**src/rtl/reorder_buffer.sv**
```systemverilog
// -----------------------------------------------------------------------------
// reorder_buffer
//
// In-order retirement buffer that sits between dispatch and the register file.
// Each dispatched instruction gets a tag (1..ROB_SIZE, tag 0 means "no
// producer"). Results broadcast on the CDB are captured into the matching
// entry. The oldest completed entry retires each cycle. If a retiring branch
// was mispredicted, the buffer flushes and issues a one-cycle rollback.
// Dispatch can query operand tags to forward results that have completed but
// not yet retired.
//
// Ports
//   clk, rst              clock, synchronous active-high reset
//   dec_*_in              dispatch request and the instruction's fields
//   rob_next_tag_out      tag the current dispatch receives (= tail)
//   rob_full_out          buffer holds ROB_SIZE entries
//   cdb_*_in              result broadcast (tag, value, branch outcome)
//   q1/q2_tag_in          operand tags to look up
//   q1/q2_ready/data_out  lookup result (includes same-cycle CDB bypass)
//   commit_*_out          registered retire pulse and the retired fields
//   rollback_out/_pc_out  registered flush pulse and redirect PC
// -----------------------------------------------------------------------------
module reorder_buffer #(
  parameter int ROB_SIZE = 15,
  parameter int TAG_W    = 4
) (
  input  logic             clk,
  input  logic             rst,
  // dispatch
  input  logic             dec_valid_in,
  input  logic             dec_has_rd_in,
  input  logic [4:0]       dec_rd_in,
  input  logic [31:0]      dec_pc_in,
  input  logic             dec_is_branch_in,
  input  logic             dec_pred_taken_in,
  output logic [TAG_W-1:0] rob_next_tag_out,
  output logic             rob_full_out,
  // common data bus
  input  logic             cdb_valid_in,
  input  logic [TAG_W-1:0] cdb_tag_in,
  input  logic [31:0]      cdb_data_in,
  input  logic             cdb_taken_in,
  input  logic [31:0]      cdb_target_in,
  // operand queries
  input  logic [TAG_W-1:0] q1_tag_in,
  input  logic [TAG_W-1:0] q2_tag_in,
  output logic             q1_ready_out,
  output logic             q2_ready_out,
  output logic [31:0]      q1_data_out,
  output logic [31:0]      q2_data_out,
  // commit
  output logic             commit_signal_out,
  output logic             commit_rf_signal_out,
  output logic [31:0]      commit_pc_out,
  output logic [TAG_W-1:0] commit_tag_out,
  output logic [31:0]      commit_data_out,
  output logic [4:0]       commit_target_out,
  // rollback
  output logic             rollback_out,
  output logic [31:0]      rollback_pc_out
);

  localparam int CNT_W = $clog2(ROB_SIZE + 1);
  localparam logic [TAG_W-1:0] FIRST_TAG = TAG_W'(1);
  localparam logic [TAG_W-1:0] LAST_TAG  = TAG_W'(ROB_SIZE);
  localparam logic [CNT_W-1:0] FULL_CNT  = CNT_W'(ROB_SIZE);

  // ---------------------------------------------------------------------------
  // State
  // ---------------------------------------------------------------------------
  logic [TAG_W-1:0] r_head;
  logic [TAG_W-1:0] r_tail;
  logic [CNT_W-1:0] r_count;

  // Per-entry control bits, indexed directly by tag.
  logic [ROB_SIZE:1] r_busy;
  logic [ROB_SIZE:1] r_ready;
  logic [ROB_SIZE:1] r_has_rd;
  logic [ROB_SIZE:1] r_is_branch;
  logic [ROB_SIZE:1] r_pred;
  logic [ROB_SIZE:1] r_taken;

  // Per-entry payload; only meaningful while busy, so it carries no reset.
  logic [4:0]  r_rd     [1:ROB_SIZE];
  logic [31:0] r_pc     [1:ROB_SIZE];
  logic [31:0] r_target [1:ROB_SIZE];
  logic [31:0] r_data   [1:ROB_SIZE];

  // Registered outputs
  logic             r_commit;
  logic             r_commit_rf;
  logic [31:0]      r_commit_pc;
  logic [TAG_W-1:0] r_commit_tag;
  logic [31:0]      r_commit_data;
  logic [4:0]       r_commit_rd;
  logic             r_rollback;
  logic [31:0]      r_rollback_pc;

  // ---------------------------------------------------------------------------
  // Control decode
  // ---------------------------------------------------------------------------
  logic w_full;
  logic w_dispatch;
  logic w_cdb_hit;
  logic w_commit;
  logic w_mispredict;

  function automatic logic [TAG_W-1:0] f_next_ptr(input logic [TAG_W-1:0] ptr);
    return (ptr == LAST_TAG) ? FIRST_TAG : ptr + FIRST_TAG;
  endfunction

  // Full is taken from the registered count, so a commit on the same edge
  // cannot make room for a dispatch in that cycle.
  assign w_full = (r_count == FULL_CNT);

  // While the rollback pulse is high the front end is still delivering
  // wrong-path instructions and results, so both are dropped.
  assign w_dispatch = dec_valid_in && !w_full && !r_rollback;

  assign w_cdb_hit = cdb_valid_in && (cdb_tag_in != '0) && !r_rollback &&
                     r_busy[cdb_tag_in];

  assign w_commit = r_busy[r_head] && r_ready[r_head];

  assign w_mispredict = w_commit && r_is_branch[r_head] &&
                        (r_taken[r_head] != r_pred[r_head]);

  // One-hot per-entry strobes for allocate, capture and retire.
  logic [ROB_SIZE:1] w_alloc;
  logic [ROB_SIZE:1] w_capture;
  logic [ROB_SIZE:1] w_retire;

  genvar gi;
  generate
    for (gi = 1; gi <= ROB_SIZE; gi++) begin : g_entry_strobe
      assign w_alloc[gi]   = w_dispatch && (r_tail == TAG_W'(gi));
      assign w_capture[gi] = w_cdb_hit && (cdb_tag_in == TAG_W'(gi));
      assign w_retire[gi]  = w_commit && (r_head == TAG_W'(gi));
    end
  endgenerate

  // ---------------------------------------------------------------------------
  // Pointers, count and per-entry control bits
  // ---------------------------------------------------------------------------
  always_ff @(posedge clk) begin
    if (rst) begin
      r_head  <= FIRST_TAG;
      r_tail  <= FIRST_TAG;
      r_count <= '0;
      r_busy  <= '0;
      r_ready <= '0;
    end else if (w_mispredict) begin
      // Everything younger than the branch is on the wrong path: empty the
      // buffer. A dispatch or capture on this edge is discarded with it.
      r_head  <= FIRST_TAG;
      r_tail  <= FIRST_TAG;
      r_count <= '0;
      r_busy  <= '0;
      r_ready <= '0;
    end else begin
      // Allocation only targets a non-busy tail slot and capture only a busy
      // slot, so the two strobes never hit the same entry.
      r_busy  <= (r_busy | w_alloc) & ~w_retire;
      r_ready <= ((r_ready & ~w_alloc) | w_capture) & ~w_retire;

      if (w_commit) begin
        r_head <= f_next_ptr(r_head);
      end
      if (w_dispatch) begin
        r_tail <= f_next_ptr(r_tail);
      end

      unique case ({w_dispatch, w_commit})
        2'b10:   r_count <= r_count + CNT_W'(1);
        2'b01:   r_count <= r_count - CNT_W'(1);
        default: r_count <= r_count;
      endcase
    end
  end

  // ---------------------------------------------------------------------------
  // Entry payload
  // ---------------------------------------------------------------------------
  always_ff @(posedge clk) begin
    for (int i = 1; i <= ROB_SIZE; i++) begin
      if (w_alloc[i]) begin
        r_has_rd[i]    <= dec_has_rd_in;
        r_rd[i]        <= dec_rd_in;
        r_pc[i]        <= dec_pc_in;
        r_is_branch[i] <= dec_is_branch_in;
        r_pred[i]      <= dec_pred_taken_in;
      end
      if (w_capture[i]) begin
        r_data[i]   <= cdb_data_in;
        r_taken[i]  <= cdb_taken_in;
        r_target[i] <= cdb_target_in;
      end
    end
  end

  // ---------------------------------------------------------------------------
  // Commit and rollback outputs: single-cycle pulses, zero when idle
  // ---------------------------------------------------------------------------
  always_ff @(posedge clk) begin
    if (rst) begin
      r_commit      <= 1'b0;
      r_commit_rf   <= 1'b0;
      r_commit_pc   <= '0;
      r_commit_tag  <= '0;
      r_commit_data <= '0;
      r_commit_rd   <= '0;
      r_rollback    <= 1'b0;
      r_rollback_pc <= '0;
    end else begin
      r_commit   <= w_commit;
      r_rollback <= w_mispredict;
      if (w_commit) begin
        r_commit_rf   <= r_has_rd[r_head];
        r_commit_pc   <= r_pc[r_head];
        r_commit_tag  <= r_head;
        r_commit_data <= r_data[r_head];
        r_commit_rd   <= r_rd[r_head];
      end else begin
        r_commit_rf   <= 1'b0;
        r_commit_pc   <= '0;
        r_commit_tag  <= '0;
        r_commit_data <= '0;
        r_commit_rd   <= '0;
      end
      r_rollback_pc <= w_mispredict ? r_target[r_head] : 32'h0;
    end
  end

  // ---------------------------------------------------------------------------
  // Operand queries. A same-cycle CDB broadcast for a busy entry is forwarded
  // so dispatch does not miss a result that lands while it is looking.
  // ---------------------------------------------------------------------------
  logic [1:0][TAG_W-1:0] w_q_tag;
  logic [1:0]            w_q_ready;
  logic [1:0][31:0]      w_q_data;

  assign w_q_tag = {q2_tag_in, q1_tag_in};

  generate
    for (gi = 0; gi < 2; gi++) begin : g_query
      logic        w_rdy;
      logic [31:0] w_dat;

      always_comb begin
        w_rdy = 1'b0;
        w_dat = '0;
        if (w_q_tag[gi] != '0 && r_busy[w_q_tag[gi]]) begin
          if (cdb_valid_in && (cdb_tag_in == w_q_tag[gi])) begin
            w_rdy = 1'b1;
            w_dat = cdb_data_in;
          end else if (r_ready[w_q_tag[gi]]) begin
            w_rdy = 1'b1;
            w_dat = r_data[w_q_tag[gi]];
          end
        end
      end

      assign w_q_ready[gi] = w_rdy;
      assign w_q_data[gi]  = w_dat;
    end
  endgenerate

  // ---------------------------------------------------------------------------
  // Output wiring
  // ---------------------------------------------------------------------------
  assign rob_next_tag_out     = r_tail;
  assign rob_full_out         = w_full;
  assign q1_ready_out         = w_q_ready[0];
  assign q2_ready_out         = w_q_ready[1];
  assign q1_data_out          = w_q_data[0];
  assign q2_data_out          = w_q_data[1];
  assign commit_signal_out    = r_commit;
  assign commit_rf_signal_out = r_commit_rf;
  assign commit_pc_out        = r_commit_pc;
  assign commit_tag_out       = r_commit_tag;
  assign commit_data_out      = r_commit_data;
  assign commit_target_out    = r_commit_rd;
  assign rollback_out         = r_rollback;
  assign rollback_pc_out      = r_rollback_pc;

endmodule
```
**config.mk**
```make
export PLATFORM = sky130hd
export DESIGN_NAME = reorder_buffer
export DESIGN_NICKNAME = d
export VERILOG_FILES = /design/src/rtl/reorder_buffer.sv
export SDC_FILE = /design/constraint.sdc
export NUM_CORES = 2
export LEC_CHECK = 0
export CORE_ASPECT_RATIO = 0.7
export CORE_UTILIZATION = 65
export DETAILED_ROUTE_END_ITERATION = 8
export PLACE_DENSITY = 0.84
export SYNTH_ARGS = -nofsm -noshare
export SYNTH_HDL_FRONTEND = slang
export SYNTH_SLANG_ARGS = --single-unit
export TNS_END_PERCENT = 5
```
**constraint.sdc**
```tcl
create_clock -name clk -period 6.6 [get_ports clk]
set_clock_uncertainty 0.2 [all_clocks]
set_input_delay 0.99 -clock clk [delete_from_list [all_inputs] [get_ports clk]]
set_output_delay 0.99 -clock clk [all_outputs]
set_load 0.05 [all_outputs]
```
==> metrics <==
PD cells=about 260 mW/mm^2; hold crit path type=reg2reg; Post-synth top cells=1575 x edfxtp_1, 615 x mux4_2, 294 x nand2_1, 198 x nor2_1, 189 x a21oi_1; final wirelength=193000 um; Cell Int Power=0.0173 W; switching power=~0.0046 W; WL per Instance=33.1 um; Worst path max stage delay=0.97 ns; Clock transition at path regs=0.07 ns; routed vias/inst=7.23; post-synth top area share=64.5%; CP cell instances=clkdlybuf4s50_1 -> xor2_1 -> nor3_1 -> a21oi_1 -> o32ai_1 -> mux2i_4 -> a21oi_1 -> clkdlybuf4s50_1; Synth Cell Area=0.0734 mm^2; first-pass GRT wire length=281000 um; IO buf count=299; largest net degree at the start of global routing=123; Crit. End Element=primary output; Hold Startpoint=r_count[3]$_SDFFE_PP0P_; drt pass-1 iters=6; DRC viols=0; Die H=283 um; worst reg-to-reg path cell count=8; hold-fix buffers at CTS=0; Combinational Power Share=between 3 and 4%; TritonCTS buffer count=~150; Sequential Power Share=around 55%; Leak=27.2 nW; # rows=102; CTS tree=done; Worst EP arrival=4.91 ns; crit path kind=in2out; H-tree depth=4; minimum clock period=6.10 ns; Pins Over Slew Limit=0; Syn Area/Cell=18.6 um^2; dominant cells by area after synthesis=edfxtp_1 64%, mux4_2 19%, dfxtp_1 4.1%; Iter 0 DRT Violations=6326; number of flops mapped to enable cells by yosys=1575; fraction of registers with async set/reset=0%; CTS max path bufs=3; initial antenna violation count=12; Num Clock Sinks=1725; GPL Wtd Cong=0.890; Clock power frac=41.4%; share of layout cells above drive strength 1=between 20% and 30%; R2R Setup Slk=2.13 ns; register area share after synthesis=68.6%; final setup vio count=0; most numerous cell in the Yosys netlist=edfxtp_1; Final Hold Vio Count=0; kind of start point of the critical path=input port; Yosys cell types=58; crit share post-route=92.4%; ys flop type=edfxtp_1; antenna viol nets, final=0; Synth Net Count=4073; setup repair bufs after CTS=0; grt ovf=0; run status=completed; top-level port count=300; setup TNS=0 ns; Crit Reg-Reg Startpoint=r_head[1]$_SDFFE_PP0P_; fin nets=4330; Die Wd=approximately 400 um; maximum operating frequency=roughly 0.16 GHz; Skew-Pair Late Insertion Delay=0.79 ns; Power, Total=0.0219 W; DP Wirelength=104000 um; core area=0.111 mm^2; Overall Global Routing Usage=34.1%; cells after synthesis=3941; Net Sw Frac=21.1%; CTS Root Cell=clkbuf_16; crit-path max FO=27; Worst Setup SP=cdb_tag_in[3]; post-CTS sizing=0; Synth-to-Final Area Change=12.9%; DIE AREA=around 0.11 mm^2; maximum vdd ir drop=approximately 0.28 mV; effective utilization at floorplan=65.9%; CP required=5.41 ns; vias=42200; largest area contributor in the netlist=edfxtp_1; Relative slew margins=6.65%; Synth Register Bits=1725; Slew @ Worst Pin=1.37 ns; slowest CP cell=nor3_1; Hold Path Stages=2; vias in the first global route=42500; unrepaired setup endpoints after global routing=false; Max-cap violations=0; Yosys warnings=0
-- logic make-up (layout without fill, tap and decap cells) --
family | count (synthesis) | count (layout) | share of synthesized area [%]
simple gates | 630 | 630 | 3.64
fa+ha+maj | 11 | 11 | 0.188
other cells | 0 | 9 | 0
compound gates | 439 | 439 | 4.00
mux | 806 | 806 | 21.5
flops | 1725 | 1725 | 68.6
buf+inv | 314 | 695 | 1.92
xor+xnor | 16 | 16 | 0.191
-- sequential cells by signal (all words and copies together), names as in the netlist, 5 cells and up --
name and flops:
rollback_pc_out 32, commit_target_out 5, r_has_rd 15, r_ready 15
r_target 480, r_rd 75, commit_data_out 32, r_taken 15
r_busy 15, commit_pc_out 32, r_data 480, r_pc 480
r_pred 15, r_is_branch 15
-- cell type report --
cell class / count / area [um^2]
Antenna cell: 9 / 22.5
Clock buffer: 196 / 4120
Clock inverter: 83 / 950
Fill cell: 6076 / 28400
Inverter: 27 / 106
Multi-Input combinational cell: 1902 / 21800
Sequential cell: 1725 / 50300
Tap cell: 1508 / 1890
Timing Repair Buffer: 389 / 3670
-- routing by layer --
metal,track usage (%),share of wire [%]
met1,47.0,35
met2,52.5,48
met5,0.585,0.069
met3,9.16,13
met4,13.7,3.8
-- power by group through the flow --
stage / combinational (W) / sequential (W) / clock, W
2_1_floorplan: 0.000448 / 0.0122 / 0
3_3_place_gp: 0.000804 / 0.0122 / 0
3_5_place_dp: 0.000827 / 0.0122 / 0
4_1_cts: 0.000833 / 0.0120 / 0.00912
5_1_grt: 0.000887 / 0.0120 / 0.00952
6_report: 0.000849 / 0.0120 / 0.00907
-- worst max-delay path, delay by kind of cell --
kind / cells / cell delay, ns
buffers and inverters: 2 / 1.38
AND/OR/NAND/NOR: 1 / 0.97
AO/OA/AOI/OAI: 3 / 0.88
XOR/XNOR: 1 / 0.22
multiplexers: 1 / 0.43
-- worst paths after layout --
path,end
worst min-delay path,r_count[3]$_SDFFE_PP0P_
worst max register to register,commit_data_out[22]$_SDFF_PP0_
worst max-delay path,q2_data_out[17]
worst min register to register,r_count[3]$_SDFFE_PP0P_
-- layout by cell type, fill, tap and decap left out, types with 5 or more instances in the layout --
cell,n
xor2_1,11
nor3_1,26
or3_1,5
nand3_1,18
mux4_2,615
clkbuf_16,153
diode_2,9
clkdlybuf4s50_1,262
buf_12,6
a211oi_1,141
edfxtp_1,1575
clkinv_1,18
a21oi_1,189
mux2i_1,179
clkinv_2,29
buf_4,115
mux2_2,9
clkbuf_1,30
dfxtp_1,146
xnor2_1,5
nor2_1,198
bufinv_16,13
and2_1,36
and3_4,15
ha_1,11
inv_16,7
inv_2,17
nor2b_1,10
a311oi_1,75
and3_1,11
inv_1,9
clkinvlp_4,5
clkbuf_8,13
o21ai_0,5
nand2_1,291
-- per-stage QoR --
stage	hold slack [ns]	setup slack, ns	util [%]	std cells	cell area [um^2]
2_1_floorplan	0.277	2.09	-	3941	73400
3_3_place_gp	0.300	0.804	69.9	5551	77800
3_5_place_dp	0.303	0.747	69.9	5551	77800
4_1_cts	0.324	0.735	74.4	5830	82800
5_1_grt	0.368	0.401	74.4	5837	82900
6_report	0.324	0.504	74.5	5839	82900
(Power assumes the default switching activity.)
